File: config.mk
export PLATFORM = sky130hd
export DESIGN_NAME = sa_mul_resp
export DESIGN_NICKNAME = d
export VERILOG_FILES = /design/src/rtl/sa_mul_resp_pkg.sv /design/src/rtl/sa_mul.sv /design/src/rtl/sa_resp_fifo.sv /design/src/rtl/sa_mul_resp.sv
export SDC_FILE = /design/constraint.sdc
export NUM_CORES = 2
export LEC_CHECK = 0
export BUFFER_PORTS_ARGS = -buffer_cell sky130_fd_sc_hd__buf_2
export CELL_PAD_IN_SITES_DETAIL_PLACEMENT = 0
export CELL_PAD_IN_SITES_GLOBAL_PLACEMENT = 1
export CORE_MARGIN = 1
export CORE_UTILIZATION = 50
export CTS_BUF_LIST = sky130_fd_sc_hd__clkbuf_8
export DETAILED_ROUTE_END_ITERATION = 7
export GPL_TIMING_DRIVEN = 0
export PLACE_DENSITY = 0.9
export SLEW_MARGIN = 20
export SYNTH_ARGS = -nofsm -noshare
export SYNTH_HDL_FRONTEND = slang
export SYNTH_HIERARCHICAL = 1
export SYNTH_SLANG_ARGS = --single-unit
File: constraint.sdc
create_clock -name clk -period 14.1 [get_ports clk]
set_clock_uncertainty 0.2 [all_clocks]
set_input_delay 2.82 -clock clk [delete_from_list [all_inputs] [get_ports clk]]
set_output_delay 2.82 -clock clk [all_outputs]
set_load 0.01 [all_outputs]
File: src/rtl/sa_mul_resp_pkg.sv
// Shared types for the SA multiply responder: response payload and widths.
// The package tag width is the default TAG_W of sa_mul_resp.
package sa_mul_resp_pkg;

    localparam int SA_W      = 32;
    localparam int PKG_TAG_W = 8;

    typedef struct packed {
        logic [PKG_TAG_W-1:0] tag;
        logic [SA_W-1:0]      result;
        logic                 exception;
        logic                 overflow;
        logic                 underflow;
    } sa_rsp_t;

endpackage

File: src/rtl/sa_mul.sv
// SA IEEE-754 single multiplier, combinational, round-to-nearest-even.
// Denormal inputs count as zero; an exponent of all ones raises Exception.
module sa_mul (
    input  logic [31:0] a,
    input  logic [31:0] b,
    output logic [31:0] result,
    output logic        exception,
    output logic        overflow,
    output logic        underflow
);

    logic              sign;
    logic [7:0]        ea;
    logic [7:0]        eb;
    logic [47:0]       prod;
    logic [47:0]       nrm;
    logic              rnd;
    logic [23:0]       mant_r;
    logic signed [9:0] exp_s;
    logic              zero;

    always_comb begin
        sign   = a[31] ^ b[31];
        ea     = a[30:23];
        eb     = b[30:23];
        prod   = {1'b1, a[22:0]} * {1'b1, b[22:0]};
        nrm    = prod[47] ? prod : (prod << 1);
        rnd    = nrm[23] & ((|nrm[22:0]) | nrm[24]);
        mant_r = {1'b0, nrm[46:24]} + {23'd0, rnd};
        // A rounding carry leaves the mantissa zero and bumps the exponent.
        exp_s  = $signed({2'b00, ea}) + $signed({2'b00, eb})
               - 10'sd127
               + $signed({9'd0, prod[47]})
               + $signed({9'd0, mant_r[23]});

        exception = (&ea) | (&eb);
        zero      = !exception && (ea == 8'd0 || eb == 8'd0);
        overflow  = !exception && !zero && (exp_s >= 10'sd255);
        underflow = !exception && !zero && (exp_s <= 10'sd0);

        result = {sign, exp_s[7:0], mant_r[22:0]};
        if (exception)
            result = 32'h0000_0000;
        else if (zero || underflow)
            result = {sign, 31'd0};
        else if (overflow)
            result = {sign, 8'hFF, 23'd0};
    end

endmodule

File: src/rtl/sa_resp_fifo.sv
// Synchronous response FIFO; pointers wrap modulo DEPTH (power of two).
module sa_resp_fifo
    import sa_mul_resp_pkg::*;
#(
    parameter int DEPTH = 4
) (
    input  logic    clk,
    input  logic    rst_n,
    input  logic    push,
    input  sa_rsp_t push_data,
    input  logic    pop,
    output sa_rsp_t head,
    output logic    full,
    output logic    empty
);

    localparam int PW = $clog2(DEPTH);

    sa_rsp_t       mem [DEPTH];
    logic [PW-1:0] wr_ptr;
    logic [PW-1:0] rd_ptr;
    logic [PW:0]   count;

    always_ff @(posedge clk) begin
        if (!rst_n) begin
            wr_ptr <= '0;
            rd_ptr <= '0;
            count  <= '0;
        end else begin
            if (push)
                wr_ptr <= wr_ptr + PW'(1);
            if (pop)
                rd_ptr <= rd_ptr + PW'(1);
            if (push && !pop)
                count <= count + (PW+1)'(1);
            else if (pop && !push)
                count <= count - (PW+1)'(1);
        end
    end

    // Storage carries no reset; validity is tracked by count alone.
    always_ff @(posedge clk) begin
        if (push)
            mem[wr_ptr] <= push_data;
    end

    assign head  = mem[rd_ptr];
    assign full  = (count == (PW+1)'(DEPTH));
    assign empty = (count == '0);

endmodule

File: src/rtl/sa_mul_resp.sv
// SA multiply responder: S1 operand register, SA, credit-limited response FIFO.
// Define SA_RESP_STATS_EN to enable the saturating flag counters.
module sa_mul_resp
    import sa_mul_resp_pkg::*;
#(
    parameter int DEPTH = 4,
    parameter int TAG_W = 8
) (
    input  logic             clk,
    input  logic             rst_n,
    input  logic             req_valid,
    output logic             req_ready,
    input  logic [31:0]      req_a,
    input  logic [31:0]      req_b,
    input  logic [TAG_W-1:0] req_tag,
    output logic             rsp_valid,
    input  logic             rsp_ready,
    output logic [31:0]      rsp_result,
    output logic             rsp_exception,
    output logic             rsp_overflow,
    output logic             rsp_underflow,
    output logic [TAG_W-1:0] rsp_tag,
    output logic [15:0]      stat_exc,
    output logic [15:0]      stat_ovf,
    output logic [15:0]      stat_unf
);

    localparam int IW = $clog2(DEPTH) + 1;

    logic             s1_valid;
    logic [31:0]      s1_a;
    logic [31:0]      s1_b;
    logic [TAG_W-1:0] s1_tag;
    logic [IW-1:0]    inflight;
    logic             accept;
    logic             pop;
    logic             fifo_full;
    logic             fifo_empty;
    sa_rsp_t          push_data;
    sa_rsp_t          head;

    // Credits cover S1 plus every FIFO slot, so a push never meets a full FIFO.
    assign req_ready = rst_n && (inflight < IW'(DEPTH));
    assign accept    = req_valid && req_ready;
    assign rsp_valid = rst_n && !fifo_empty;
    assign pop       = rsp_valid && rsp_ready;

    always_ff @(posedge clk) begin
        if (!rst_n) begin
            s1_valid <= 1'b0;
            s1_a     <= '0;
            s1_b     <= '0;
            s1_tag   <= '0;
            inflight <= '0;
        end else begin
            s1_valid <= accept;
            if (accept) begin
                s1_a   <= req_a;
                s1_b   <= req_b;
                s1_tag <= req_tag;
            end
            if (accept && !pop)
                inflight <= inflight + IW'(1);
            else if (pop && !accept)
                inflight <= inflight - IW'(1);
        end
    end

    sa_mul u_sa (
        .a         (s1_a),
        .b         (s1_b),
        .result    (push_data.result),
        .exception (push_data.exception),
        .overflow  (push_data.overflow),
        .underflow (push_data.underflow)
    );

    assign push_data.tag = PKG_TAG_W'(s1_tag);

    sa_resp_fifo #(
        .DEPTH (DEPTH)
    ) u_fifo (
        .clk       (clk),
        .rst_n     (rst_n),
        .push      (s1_valid && !fifo_full),
        .push_data (push_data),
        .pop       (pop),
        .head      (head),
        .full      (fifo_full),
        .empty     (fifo_empty)
    );

    assign rsp_result    = rsp_valid ? head.result : '0;
    assign rsp_exception = rsp_valid && head.exception;
    assign rsp_overflow  = rsp_valid && head.overflow;
    assign rsp_underflow = rsp_valid && head.underflow;
    assign rsp_tag       = rsp_valid ? TAG_W'(head.tag) : '0;

`ifdef SA_RESP_STATS_EN
    logic [15:0] exc_cnt;
    logic [15:0] ovf_cnt;
    logic [15:0] unf_cnt;

    always_ff @(posedge clk) begin
        if (!rst_n) begin
            exc_cnt <= '0;
            ovf_cnt <= '0;
            unf_cnt <= '0;
        end else if (pop) begin
            if (head.exception && exc_cnt != 16'hFFFF)
                exc_cnt <= exc_cnt + 16'd1;
            if (head.overflow && ovf_cnt != 16'hFFFF)
                ovf_cnt <= ovf_cnt + 16'd1;
            if (head.underflow && unf_cnt != 16'hFFFF)
                unf_cnt <= unf_cnt + 16'd1;
        end
    end

    assign stat_exc = exc_cnt;
    assign stat_ovf = ovf_cnt;
    assign stat_unf = unf_cnt;
`else
    assign stat_exc = 16'h0000;
    assign stat_ovf = 16'h0000;
    assign stat_unf = 16'h0000;
`endif

endmodule
==> After elaboration in Yosys (flattened, before gate mapping) <==
Memories as Yosys holds them, arrays and structs flattened. A register that Yosys moved wholly into a read port is not among the register bits.
Cells that the tools add are included.
Widths: inputs -> output; s select.
{ "word_totals": {"reg_bits": 83, "ram_bits": 172, "inputBits": 76, "out_inout_bits": 93, "memories": 1} }
{ "memory_table": {"columns": ["name", "depth", "word_bits", "rd", "rd_clocked_by_memory_dff", "write_ports", "line_no", "source"], "rows": [
  ["u_fifo.mem", 4, 43, 1, 1, 1, "sa_resp_fifo.sv:19", "sa_rsp_t mem [DEPTH];"]
]} }
{ "classes": {"add_sub_neg": 11, "mul": 1, "order_cmp": 3, "eq_ne": 1, "muxes": 14, "bitwise": 4, "n_reduce_logical": 33} }
{ "op_table": {"columns": ["operator", "n"], "rows": [
  ["$mux 32", 2],
  ["$mux 31", 2],
  ["$mul 24x24->48", 1],
  ["$mux 47", 1],
  ["$add 23x1->24", 1],
  ["$reduce_or 23->1", 1],
  ["$add 10x2->10", 2],
  ["$logic_and 1x1->1", 16],
  ["$logic_not 8->1", 2],
  ["$reduce_and 8->1", 2],
  ["$mux 3", 4],
  ["$ge 10x9->1 const B", 1],
  ["$le 10x1->1 const B", 1],
  ["$sub 10x8->10 const B", 1],
  ["$add 8x8->9", 1],
  ["$mux 8", 1],
  ["$logic_not 1->1", 7],
  ["$add 3x1->3 const B", 2],
  ["$sub 3x1->3 const B", 2],
  ["$add 2x1->2 const B", 2],
  ["$mux 2", 2],
  ["$reduce_bool 2->1", 2],
  ["$eq 3x3->1 const B", 1],
  ["$logic_not 3->1", 1],
  ["other kinds (6)", 9]
]} }

==> Depth between registers and ports, before layout <==
{ "logic_depth": {"word_depth": 12, "ltp_mapped": 45, "mapped_depth_nobuf": 40} }

==> By module <==
The synthesis kept the hierarchy.
{ "by_module_without_submodules": {"columns": ["module", "instances", "cells_each", "area_each_um2", "seq_area_each_um2"], "rows": [
  ["sa_mul", 1, 2558, 21468.1, 0.0],
  ["sa_resp_fifo", 1, 268, 6705.2, 5345.1],
  ["sa_mul_resp", 1, 432, 3570.9, 1521.5]
]} }

==> Worst setup path before layout <==
OpenSTA, ideal clock, no wires.
{ "synth_timing": {"path_kind": "register to register", "start": "reg s1_b[12]", "end": "mem u_fifo/mem[0][18] (netlist bit) (data pin)", "arrival_ps": 10633, "t_required_ps": 13755, "slack_ps": 3122, "stages_incl_launch_ff": 42, "n_path_buf": 4, "period_less_slack_ps": 10978, "path_cell_list": "dfxtp_1 > clkbuf_1 > clkbuf_1 > nand2_1 > fa_1 > inv_1 > fa_1 > inv_1 > fa_1 > inv_1 > fa_1 > fa_1 > fa_1 > inv_1 > fa_1 > inv_1 > ha_1 > buf_2 > (+6 left out) > nor4_1 > nand2_1 > nor3_1 > nand4_1 > fa_1 > fa_1 > nand2b_1 > a21boi_0 > o21ai_0 > a21oi_1 > nor4_1 > a31oi_1 > o2111a_1 > clkbuf_1 > nand3_1 > or3_1 > mux2_2 > nand2_1"} }
{ "synth_rtl": {"columns": ["item", "line_no", "source"], "rows": [
  ["from (decl)", "sa_mul_resp.sv:32", "logic [31:0] s1_b;"],
  ["from (signal assigned)", "sa_mul_resp.sv:59", "s1_b <= req_b;"],
  ["to (decl)", "sa_resp_fifo.sv:19", null]
]} }

==> impl_metrics.py <==
metrics = {
    "worst_setup_path": {
        "critPathMostFrequentCell": "fa_1",
        "crit_type": "register to register",
        "critPathLaunchType": "register",
        "critical_path.n_buffers_inverters": 8,
        "worst_path_max_delay_cell": "clkbuf_1",
        "reg2regPathDepth": 39,
        "arrival_ns": 13.67,
        "endpoint_kind": "register",
        "critPathMaxFanout": 10,
        "data_required_time_at_the_worst_endpoint_ns": 14.21,
        "worst_path_dominant_cell_family": "adder cells",
        "delay_of_the_slowest_cell_on_the_worst_path_ns": 0.71,
        "timing.critical_path.depth": 39,
    },
    "layout": {
        "fin_area_mm2": 0.0345,
        "finalNonFillerCells": 4348,
        "mostFrequentLayoutCell": "inv_1",
        "drive_gt1_share_pct": 10.4,
        "utilization_pct": 54.9,
        "num-fill-cells": 5688,
        "syn2layout_area_growth_pct": 8.60,
        "design.final.nets": 4226,
        "commonest_cells_after_routing_fill_and_taps_aside": "inv_1, fa_1, nand2_1",
    },
    "clock_network": {
        "clk_transition_reported_paths_ns": 0.06,
        "cts_inserted_buffers": 41,
        "cts.path.max_buffers": 3,
        "cts_root_buf": "clkbuf_8",
        "tritoncts_clock_tree": "done",
        "worst_skew_pair.late_latency_ns": 0.61,
        "cts.sinks": 257,
        "post_cts_hold_buffer_count": 0,
        "cts-htree-levels": 2,
        "cts.repair_timing.setup_buffer_count": 0,
    },
    "job": {
        "timing.max_cap.violations": 0,
    },
    "place": {
        "place.gp.congestion": 1.01,
        "placed_cell_area_mm2": 0.0336,
        "port_buffers": 120,
        "dp_cells": 4273,
        "detailedPlacementHpwl_mm": 72.5,
        "dp_worst_setup_slack_ns": 0.589,
    },
    "power": {
        "ir_worst_vdd_uv": 90.2,
        "power.share.switching_pct": 47.9,
        "internal_power_mw": 2.22,
        "totalPowerFinal_mw": 4.27,
        "leakagePower_nw": 15.8,
        "sw_pwr_mw": 2.05,
        "clock_power_share_pct": 15.0,
        "pwr_density_cell_mw_per_mm2": 124,
        "combinationalPowerShare_pct": 62.1,
        "power_frac_seq_pct": 22.9,
    },
    "global_routing": {
        "grt_pass1_vias": 24300,
        "first_pass_grt_wire_length_mm": 138,
        "track_usage_pct": 28.4,
        "grt_ovf": 0,
        "grt_start_max_net_pins": 44,
        "antenna_found_initial": 4,
    },
    "logic_synthesis": {
        "total_of_flip_flops_plus_latches_after_synthesis": 257,
        "netlist.area_leader.share_pct": 30.6,
        "synth_warnings": 6,
        "netlist.top_cell.by_area": "fa_1",
        "async_reset_ff_share_pct": 0,
        "ys_types": 89,
        "seq_area_frac_synth_pct": 21.6,
        "ys_top_cells_by_area": "fa_1, edfxtp_1, ha_1",
        "prevailing_post_synth_register_cell": "edfxtp_1",
        "number_of_enable_flip_flop_cells_after_synthesis": 172,
        "synth_cells": 3258,
        "synth.avg_cell_area_um2": 9.74,
        "syn_area_mm2": 0.0317,
    },
    "sta": {
        "max-slew-margin-rel_pct": 37.1,
        "setup-tns-final_ns": 0,
        "finalWorstSetupSlack_ns": 0.539,
        "final_min_period_over_clock_period_pct": 96.2,
        "report.final.hold_viol_count": 0,
        "grt_setup_unrepaired": "false",
        "maxClockFrequency_mhz": 73.7,
        "timing_worst_slew_pin_value_ns": 0.944,
        "final-max-slew-violation-count": 0,
        "period_minus_slack_ns": 13.56,
        "finalSetupViolations": 0,
        "hold_ws_ns": 0.266,
    },
    "hold_path": {
        "type_of_the_tightest_min_delay_check": "register to register",
        "depth_of_the_worst_hold_timing_path": 2,
    },
    "run_status": {
        "status": "finished clean",
    },
    "floorplan": {
        "floorplan.io_pins": 169,
        "die_w_um": 254,
        "rows": 92,
        "die_h_um": 254,
        "die_area_mm2": 0.0645,
        "start_util_pct": 50.5,
        "core_area_mm2": 0.0629,
    },
    "route": {
        "drt_drc_violations_left": 0,
        "route.antenna.remaining_nets": 0,
        "vias": 23500,
        "finalWirelength_mm": 87.8,
        "drt-vias-per-instance": 5.41,
        "drt_iter0_markers": 1766,
        "routed_wire_length_per_instance_um": 20.2,
        "detail_route.first_pass.iterations": 6,
    },
}
-- state kept, by name, summed over array words and instances (netlist names), named ones only --
signal / cells
u_fifo/wr_ptr: 2
u_fifo/mem: 172
u_fifo/count: 3
inflight: 3
u_fifo/rd_ptr: 2
s1_tag: 8
s1_a: 32
s1_valid: 1
s1_b: 32
-- power groups by stage --
stage | Combinational [mW] | Sequential [mW] | Clock, mW
after floorplan | 1.87 | 0.950 | 0
after global placement | 2.59 | 0.990 | 0
after detailed placement | 2.60 | 0.992 | 0
after CTS | 2.64 | 0.977 | 0.659
after global routing | 2.95 | 0.987 | 0.682
final | 2.65 | 0.979 | 0.639
-- timing repair --
| action | 4_1_cts | 5_1_grt |
|---|---|---|
| endpoints found under the hold margin | 0 | 0 |
| gates resized for setup | 0 | 10 |
| setup endpoints to repair | 0 | 64 |
-- worst paths after layout --
kind | startpoint | to | slack (ns)
max reg2reg | s1_a[7]$_SDFFE_PN0P_ | u_fifo/mem[0][9]$_DFFE_PP_ | 0.54
min reg2reg | s1_b[31]$_SDFFE_PN0P_ | s1_b[31]$_SDFFE_PN0P_ | 0.27
min | s1_b[31]$_SDFFE_PN0P_ | s1_b[31]$_SDFFE_PN0P_ | 0.27
max | s1_a[7]$_SDFFE_PN0P_ | u_fifo/mem[0][9]$_DFFE_PP_ | 0.54
-- metal layers --
layer	global-route usage, %	vias up	wire length [µm]
met2	45.1	996	39900
met1	37.7	11700	35700
li1	-	10600	-
met3	6.40	179	8210
met4	11.5	0	3950
met5	0	-	0
-- synthesized netlist by cell type (22+ instances only) --
library cell  number
buf_4             59
inv_1            605
nor3_1            27
edfxtp_1         172
ha_1             194
nand3_1           29
nand2_1          475
buf_2             22
clkbuf_1         107
fa_1             486
nor2_1            92
and2_1           306
o21ai_0           51
nand4_1           26
dfxtp_1           85
a21boi_1          71
xnor2_1           41
a21oi_1           61
mux4_2            40
-- layout make-up --
class                      instances  area, µm²  area share (%)
antenna                            1       2.50         0.00726
buffer                           206       1150            3.35
clock buffer                      45        619            1.80
clock inverter                    29        198           0.573
inverter                         608       2280            6.62
multi-input combinational       2234      21600            62.8
sequential                       257       6870            19.9
tap                              846       1060            3.07
timing repair buffer             122        648            1.88
-- cell families after synthesis --
family	Yosys count	share of synthesized area, %
AOI/OAI and AO/OA	316	6.98
xor gates and xnor gates	60	1.75
adders and majority gates	680	38.3
buffers and inverters	814	10.8
DFF	257	21.6
muxes	68	3.90
other	1	0.0118
and+or+nand+nor	1062	16.6
-- worst register-to-register path, delay by kind of cell, from the launching register on --
family,cells,cell delay (ns)
AO/OA/AOI/OAI,8,2.19
XOR/XNOR,1,0.44
adder cells (fa/ha/maj),10,4.78
buffers and inverters,8,2.11
flip-flops,1,0.36
multiplexers,1,0.20
AND/OR/NAND/NOR,11,3.01
Power figures use the tool's default switching activity.
